--- src/rtl/regfile_pkg.sv ---
// Shared types and helpers for the multiport register file.
package regfile_pkg;

  typedef enum logic {RF_CLEAR, RF_READY} rf_state_t;

  localparam int unsigned RF_MAX_RD = 4;

  function automatic int unsigned rf_addr_w(input int unsigned depth);
    return $clog2(depth);
  endfunction

endpackage

--- src/rtl/regfile_clear_fsm.sv ---
// Post-reset clear sequencer: sweeps every entry once with zero, then holds READY
// until the next reset.
module regfile_clear_fsm
  import regfile_pkg::*;
#(
  parameter  int unsigned DEPTH  = 32,
  localparam int unsigned ADDR_W = rf_addr_w(DEPTH)
) (
  input  logic              clk,
  input  logic              reset,
  output logic              clr_we,
  output logic [ADDR_W-1:0] clr_addr,
  output logic              ready
);

  localparam logic [ADDR_W-1:0] LAST_ADDR = ADDR_W'(DEPTH - 1);

  rf_state_t         state, state_next;
  logic [ADDR_W-1:0] clr_cnt, clr_cnt_next;

  // State and sweep counter registers.
  always_ff @(posedge clk) begin
    if (reset) begin
      state   <= RF_CLEAR;
      clr_cnt <= '0;
    end else begin
      state   <= state_next;
      clr_cnt <= clr_cnt_next;
    end
  end

  // Sweep sequencing; the counter stops at the last entry so it never wraps.
  always_comb begin
    state_next   = state;
    clr_cnt_next = clr_cnt;
    clr_we       = 1'b0;
    case (state)
      RF_CLEAR: begin
        clr_we = 1'b1;
        if (clr_cnt == LAST_ADDR) begin
          state_next = RF_READY;
        end else begin
          clr_cnt_next = clr_cnt + 1'b1;
        end
      end
      RF_READY: begin
      end
      default: state_next = RF_CLEAR;
    endcase
  end

  assign clr_addr = clr_cnt;
  assign ready    = (state == RF_READY);

endmodule

--- src/rtl/regfile_multiport.sv ---
// NUM_RD-read / 1-write register file with registered reads, optional hardwired
// zero register, and a counted clear sweep after reset.
// Optional feature macro: REGFILE_BYPASS_EN (write-first forwarding to reads).
module regfile_multiport
  import regfile_pkg::*;
#(
  parameter  int unsigned DATA_W   = 32,
  parameter  int unsigned DEPTH    = 32,
  parameter  int unsigned NUM_RD   = 2,
  parameter  int unsigned ZERO_REG = 1,
  localparam int unsigned ADDR_W   = rf_addr_w(DEPTH)
) (
  input  logic                     clk,
  input  logic                     reset,
  input  logic [NUM_RD*ADDR_W-1:0] rd_addr,
  output logic [NUM_RD*DATA_W-1:0] rd_data,
  input  logic                     write_enable,
  input  logic [ADDR_W-1:0]        write_reg,
  input  logic [DATA_W-1:0]        write_data,
  output logic                     ready,
  output logic                     write_dropped
);

  if (NUM_RD < 1 || NUM_RD > RF_MAX_RD) begin : g_bad_num_rd
    $error("regfile_multiport: NUM_RD out of range");
  end

  logic [DATA_W-1:0] mem [DEPTH];

  logic              clr_we;
  logic [ADDR_W-1:0] clr_addr;
  logic              wr_zero;
  logic              mem_we;
  logic [ADDR_W-1:0] mem_waddr;
  logic [DATA_W-1:0] mem_wdata;

  regfile_clear_fsm #(
    .DEPTH (DEPTH)
  ) u_clear_fsm (
    .clk      (clk),
    .reset    (reset),
    .clr_we   (clr_we),
    .clr_addr (clr_addr),
    .ready    (ready)
  );

  assign wr_zero = (ZERO_REG != 0) && (write_reg == '0);

  // Single physical write port shared between the clear sweep and user writes.
  always_comb begin
    mem_we    = 1'b0;
    mem_waddr = clr_addr;
    mem_wdata = '0;
    if (!ready) begin
      mem_we = clr_we;
    end else if (write_enable && !wr_zero) begin
      mem_we    = 1'b1;
      mem_waddr = write_reg;
      mem_wdata = write_data;
    end
  end

  // Array write; no reset so the array can map onto RAM.
  always_ff @(posedge clk) begin
    if (mem_we) begin
      mem[mem_waddr] <= mem_wdata;
    end
  end

  // Flag user writes that arrive while the sweep owns the write port.
  always_ff @(posedge clk) begin
    if (reset) begin
      write_dropped <= 1'b0;
    end else begin
      write_dropped <= write_enable && !ready;
    end
  end

`ifdef REGFILE_BYPASS_EN
  logic user_wr;
  assign user_wr = ready && write_enable && !wr_zero;
`endif

  for (genvar k = 0; k < NUM_RD; k++) begin : g_rd
    logic [ADDR_W-1:0] addr;
    logic              rd_zero;
    logic [DATA_W-1:0] data_q;

    assign addr    = rd_addr[k*ADDR_W +: ADDR_W];
    assign rd_zero = (ZERO_REG != 0) && (addr == '0);

    // Registered read; the zero rule outranks forwarding.
    always_ff @(posedge clk) begin
      if (reset || !ready) begin
        data_q <= '0;
      end else if (rd_zero) begin
        data_q <= '0;
`ifdef REGFILE_BYPASS_EN
      end else if (user_wr && (addr == write_reg)) begin
        data_q <= write_data;
`endif
      end else begin
        data_q <= mem[addr];
      end
    end

    assign rd_data[k*DATA_W +: DATA_W] = data_q;
  end

endmodule
--- config.mk ---
export PLATFORM = sky130hd
export DESIGN_NAME = regfile_multiport
export DESIGN_NICKNAME = d
export VERILOG_FILES = /design/src/rtl/regfile_pkg.sv /design/src/rtl/regfile_clear_fsm.sv /design/src/rtl/regfile_multiport.sv
export SDC_FILE = /design/constraint.sdc
export NUM_CORES = 1
export LEC_CHECK = 0
export CORE_AREA = 2 2 357 359
export CTS_BUF_LIST = sky130_fd_sc_hd__clkbuf_8 sky130_fd_sc_hd__clkbuf_16
export CTS_CLUSTER_SIZE = 25
export DETAILED_ROUTE_END_ITERATION = 10
export DIE_AREA = 0 0 359 361
export PLACE_DENSITY = 0.63
export SYNTH_ARGS = -nofsm -noshare
export SYNTH_HDL_FRONTEND = slang
export SYNTH_HIERARCHICAL = 1
export SYNTH_SLANG_ARGS = --single-unit
--- constraint.sdc ---
create_clock -name clk -period 8.8 [get_ports clk]
set_clock_uncertainty 0.2 [all_clocks]
set_input_delay 1.76 -clock clk [delete_from_list [all_inputs] [get_ports clk]]
set_output_delay 1.76 -clock clk [all_outputs]
set_load 0.02 [all_outputs]
==> run_results.csv <==
group,metric,value,unit
status,status,"finished clean",
timing,fmax,209,MHz
clock_network,cts_buffers,114,
detailed_routing,wl_per_cell,30.9,um
critical_path,path_buf_inv,2,
floorplanning,initial_core_util,39.9,%
detailed_routing,wl,154000,um
detailed_routing,first_pass_iters,5,
synth,synth_cell_types,42,
clock_network,cts_sinks,1095,
detailed_routing,dr.first_iter.drc_count,3200,
min_path,hold_class,"reg2reg",
clock_network,root_buffer,"clkbuf_16",
floorplanning,ios,116,
clock_network,cts_resized,0,
timing,period_needed,4780,ps
global_routing,grt_pass1_vias,31200,
critical_path,crit_fanout,32,
timing,period_share,54.3,%
timing,slew_violations,0,
timing,finalHoldViolCount,0,
place,dpl.hpwl,87700,um
power,peakVddDrop,0.000180,V
synth,synth_fp_nets,3217,
detailed_routing,vias_per_cell,6.22,
global_routing,grt_pass1_wl,219000,um
critical_path,cp.arrival,4880,ps
critical_path,cp-start-kind,"primary input",
clock_network,cts_buffer_depth,3,
floorplanning,dieHeight,361,um
place,numPortBuffers,115,
floorplanning,die_area,130000,um2
detailed_routing,drc_errors,0,
clock_network,clk_latency,700,ps
synth,async_flop_share,0,%
synth,synthCells,3165,
finish,syn_to_final_growth,13.5,%
clock_network,clk_pin_slew,60,ps
synth,yosys_warnings,6,
finish,final_cells,4978,
synth,avgSynthCellArea,15.8,um2
synth,synth_enable_flop_cells,1024,
global_routing,grt_overflow,0,
critical_path,crit_chain,"clkdlybuf4s50_1 -> or4_4 -> o21ai_4 -> mux2i_1 -> nor3b_2 -> buf_4",
place,gp_congestion,0.816,
power,p_leak,19.0,nW
global_routing,grt_max_degree,113,
floorplanning,coreArea,125000,um2
timing,hold_slack,407,ps
clock_network,cts_tree,"built",
critical_path,rr_worst_depth,5,
timing,max_slew_margin,19.1,%
critical_path,critPathKind,"in2reg",
global_routing,track_usage,23.2,%
synth,ys_seq_area_share,64.3,%
clock_network,cts_hold_buf,0,
clock_network,htreeDepth,3,
global_routing,antenna_found_initial,6,
synth,synth-main-ff-cell,"edfxtp_1",
min_path,hold_depth,2,
critical_path,cp-end-kind,"flop",
power,p_per_area,193,nW/um2
critical_path,slowest_delay,690,ps
floorplanning,dieWidth,359,um
clock_network,cts_setup_buffers,0,
finish,drive_above_1_share,15.0,%
timing,max_slew.worst_pin.slew,1210,ps
place,place_inst,4770,
critical_path,cpMaxStageDelayCell,"mux2i_1",
timing,rsz0062_at_grt,"no",
critical_path,cp_num_cells,6,
timing,finalSetupViolCount,0,
timing,setup-tns-final,0,ps
finish,layout.nets,3288,
detailed_routing,vias,31000,
critical_path,required,8900,ps
floorplanning,rows,130,
critical_path,cpLargestDelayFamily,"buffers and inverters",
run,cap_viol_max_count,0,
synth,synthesis.area,50000,um2
synth,synth_seq_cells,1095,
detailed_routing,ant_nets,0,
## stage by stage
| stage | area [um2] | total power, mW | utilization [%] | setup slack, ps |
|---|---|---|---|---|
| final | 56700 | 11.0 | 45.2 | 4020 |
| after global routing | 56700 | 11.3 | 45.2 | 3910 |
| after CTS | 56700 | 11.0 | 45.2 | 4110 |
| after detailed placement | 53200 | 6.50 | 42.4 | 3390 |
| after global placement | 53200 | 6.49 | 42.4 | 3410 |
| after floorplan | 50000 | 6.27 | - | 2580 |
## cells by family after synthesis
group | after synthesis | share of synthesized area (%)
simple gates | 446 | 4.61
flops | 1095 | 64.3
fa+ha+maj | 2 | 0.0500
compound gates | 408 | 6.15
mux | 963 | 22.6
buf+inv | 249 | 2.17
xor+xnor | 2 | 0.0350
## area by class of cell
cell class,count,area (um2)
repair buffers,197,1830
well taps,1650,2060
inverters,7,26.3
fillers,10800,68700
flip-flops and latches,1095,32200
clock inverters,75,459
diodes,2,5.00
clock buffers,131,3100
multi-input cells,1821,17100
## layout by cell type, fill, tap and decap left out, types with 3 or more instances in the layout
cell type | Yosys | layout
nand3_1 | 195 | 195
buf_12 | 0 | 5
nor2_1 | 33 | 10
nand2b_1 | 3 | 3
inv_1 | 7 | 42
bufinv_16 | 0 | 4
clkinvlp_4 | 0 | 8
clkinv_1 | 0 | 9
buf_8 | 0 | 3
nor3b_1 | 11 | 3
dfxtp_1 | 71 | 71
clkbuf_8 | 0 | 16
a21oi_1 | 4 | 3
nand2_1 | 68 | 68
mux2i_1 | 770 | 770
clkinv_2 | 0 | 17
nor2b_4 | 0 | 6
nand4_1 | 65 | 65
nor3b_2 | 0 | 8
nor3_1 | 14 | 6
a32oi_1 | 5 | 5
edfxtp_1 | 1024 | 1024
nor3_2 | 0 | 8
clkbuf_16 | 0 | 115
and2_1 | 36 | 33
mux2_2 | 64 | 64
nor4_1 | 5 | 4
clkdlybuf4s50_1 | 0 | 109
buf_4 | 3 | 79
nor2_4 | 1 | 24
o21ai_0 | 3 | 3
a22oi_1 | 385 | 385
mux4_2 | 128 | 128
## power by group
part | internal [mW] | switching (mW)
Clock | 2.60 | 1.97
Combinational | 0.283 | 0.411
Sequential | 5.68 | 0.0268
Total | 8.56 | 2.41
## tightest hold or removal path, stage by stage, from the launching register on
cell and delay [ps]:
dfxtp_1 360, xnor2_1 140, nor2_1 70
## state kept, by name, summed over array words and instances (netlist names)
signal,cells
write_dropped,1
u_clear_fsm/ready,1
g_rd.data_q,64
mem,1024
u_clear_fsm/clr_addr,5
## synthesized netlist by cell type (all sizes together) (36+ instances only)
cell	count	share of area, %
nand3	195	2.0
mux2	65	1.5
a22oi	385	5.8
nand4	65	0.81
clkbuf	113	0.85
and2	36	0.45
nand2	68	0.51
buf	129	1.3
mux4	128	5.8
edfxtp	1024	61
dfxtp	71	2.8
mux2i	770	15
## worst paths after layout
path	from	to	slack (ps)
min reg2reg	u_clear_fsm/clr_addr[0]	u_clear_fsm/clr_addr[0]	410
max reg2reg	u_clear_fsm/ready	mem[6][7]	5360
max	write_reg[1]	mem[13][7]	4020
min	u_clear_fsm/clr_addr[0]	u_clear_fsm/clr_addr[0]	410
## routing by layer
metal / wire length [um] / vias up / part of all wire (%) / global-route usage [%]
met5: 39 / - / 0.025 / 0
met4: 5550 / 6 / 3.6 / 8.24
met3: 11900 / 348 / 7.8 / 3.39
met2: 73500 / 1502 / 48 / 38.8
met1: 62600 / 16100 / 41 / 30.7
li1: - / 13000 / - / -
(Power assumes the default switching activity.)
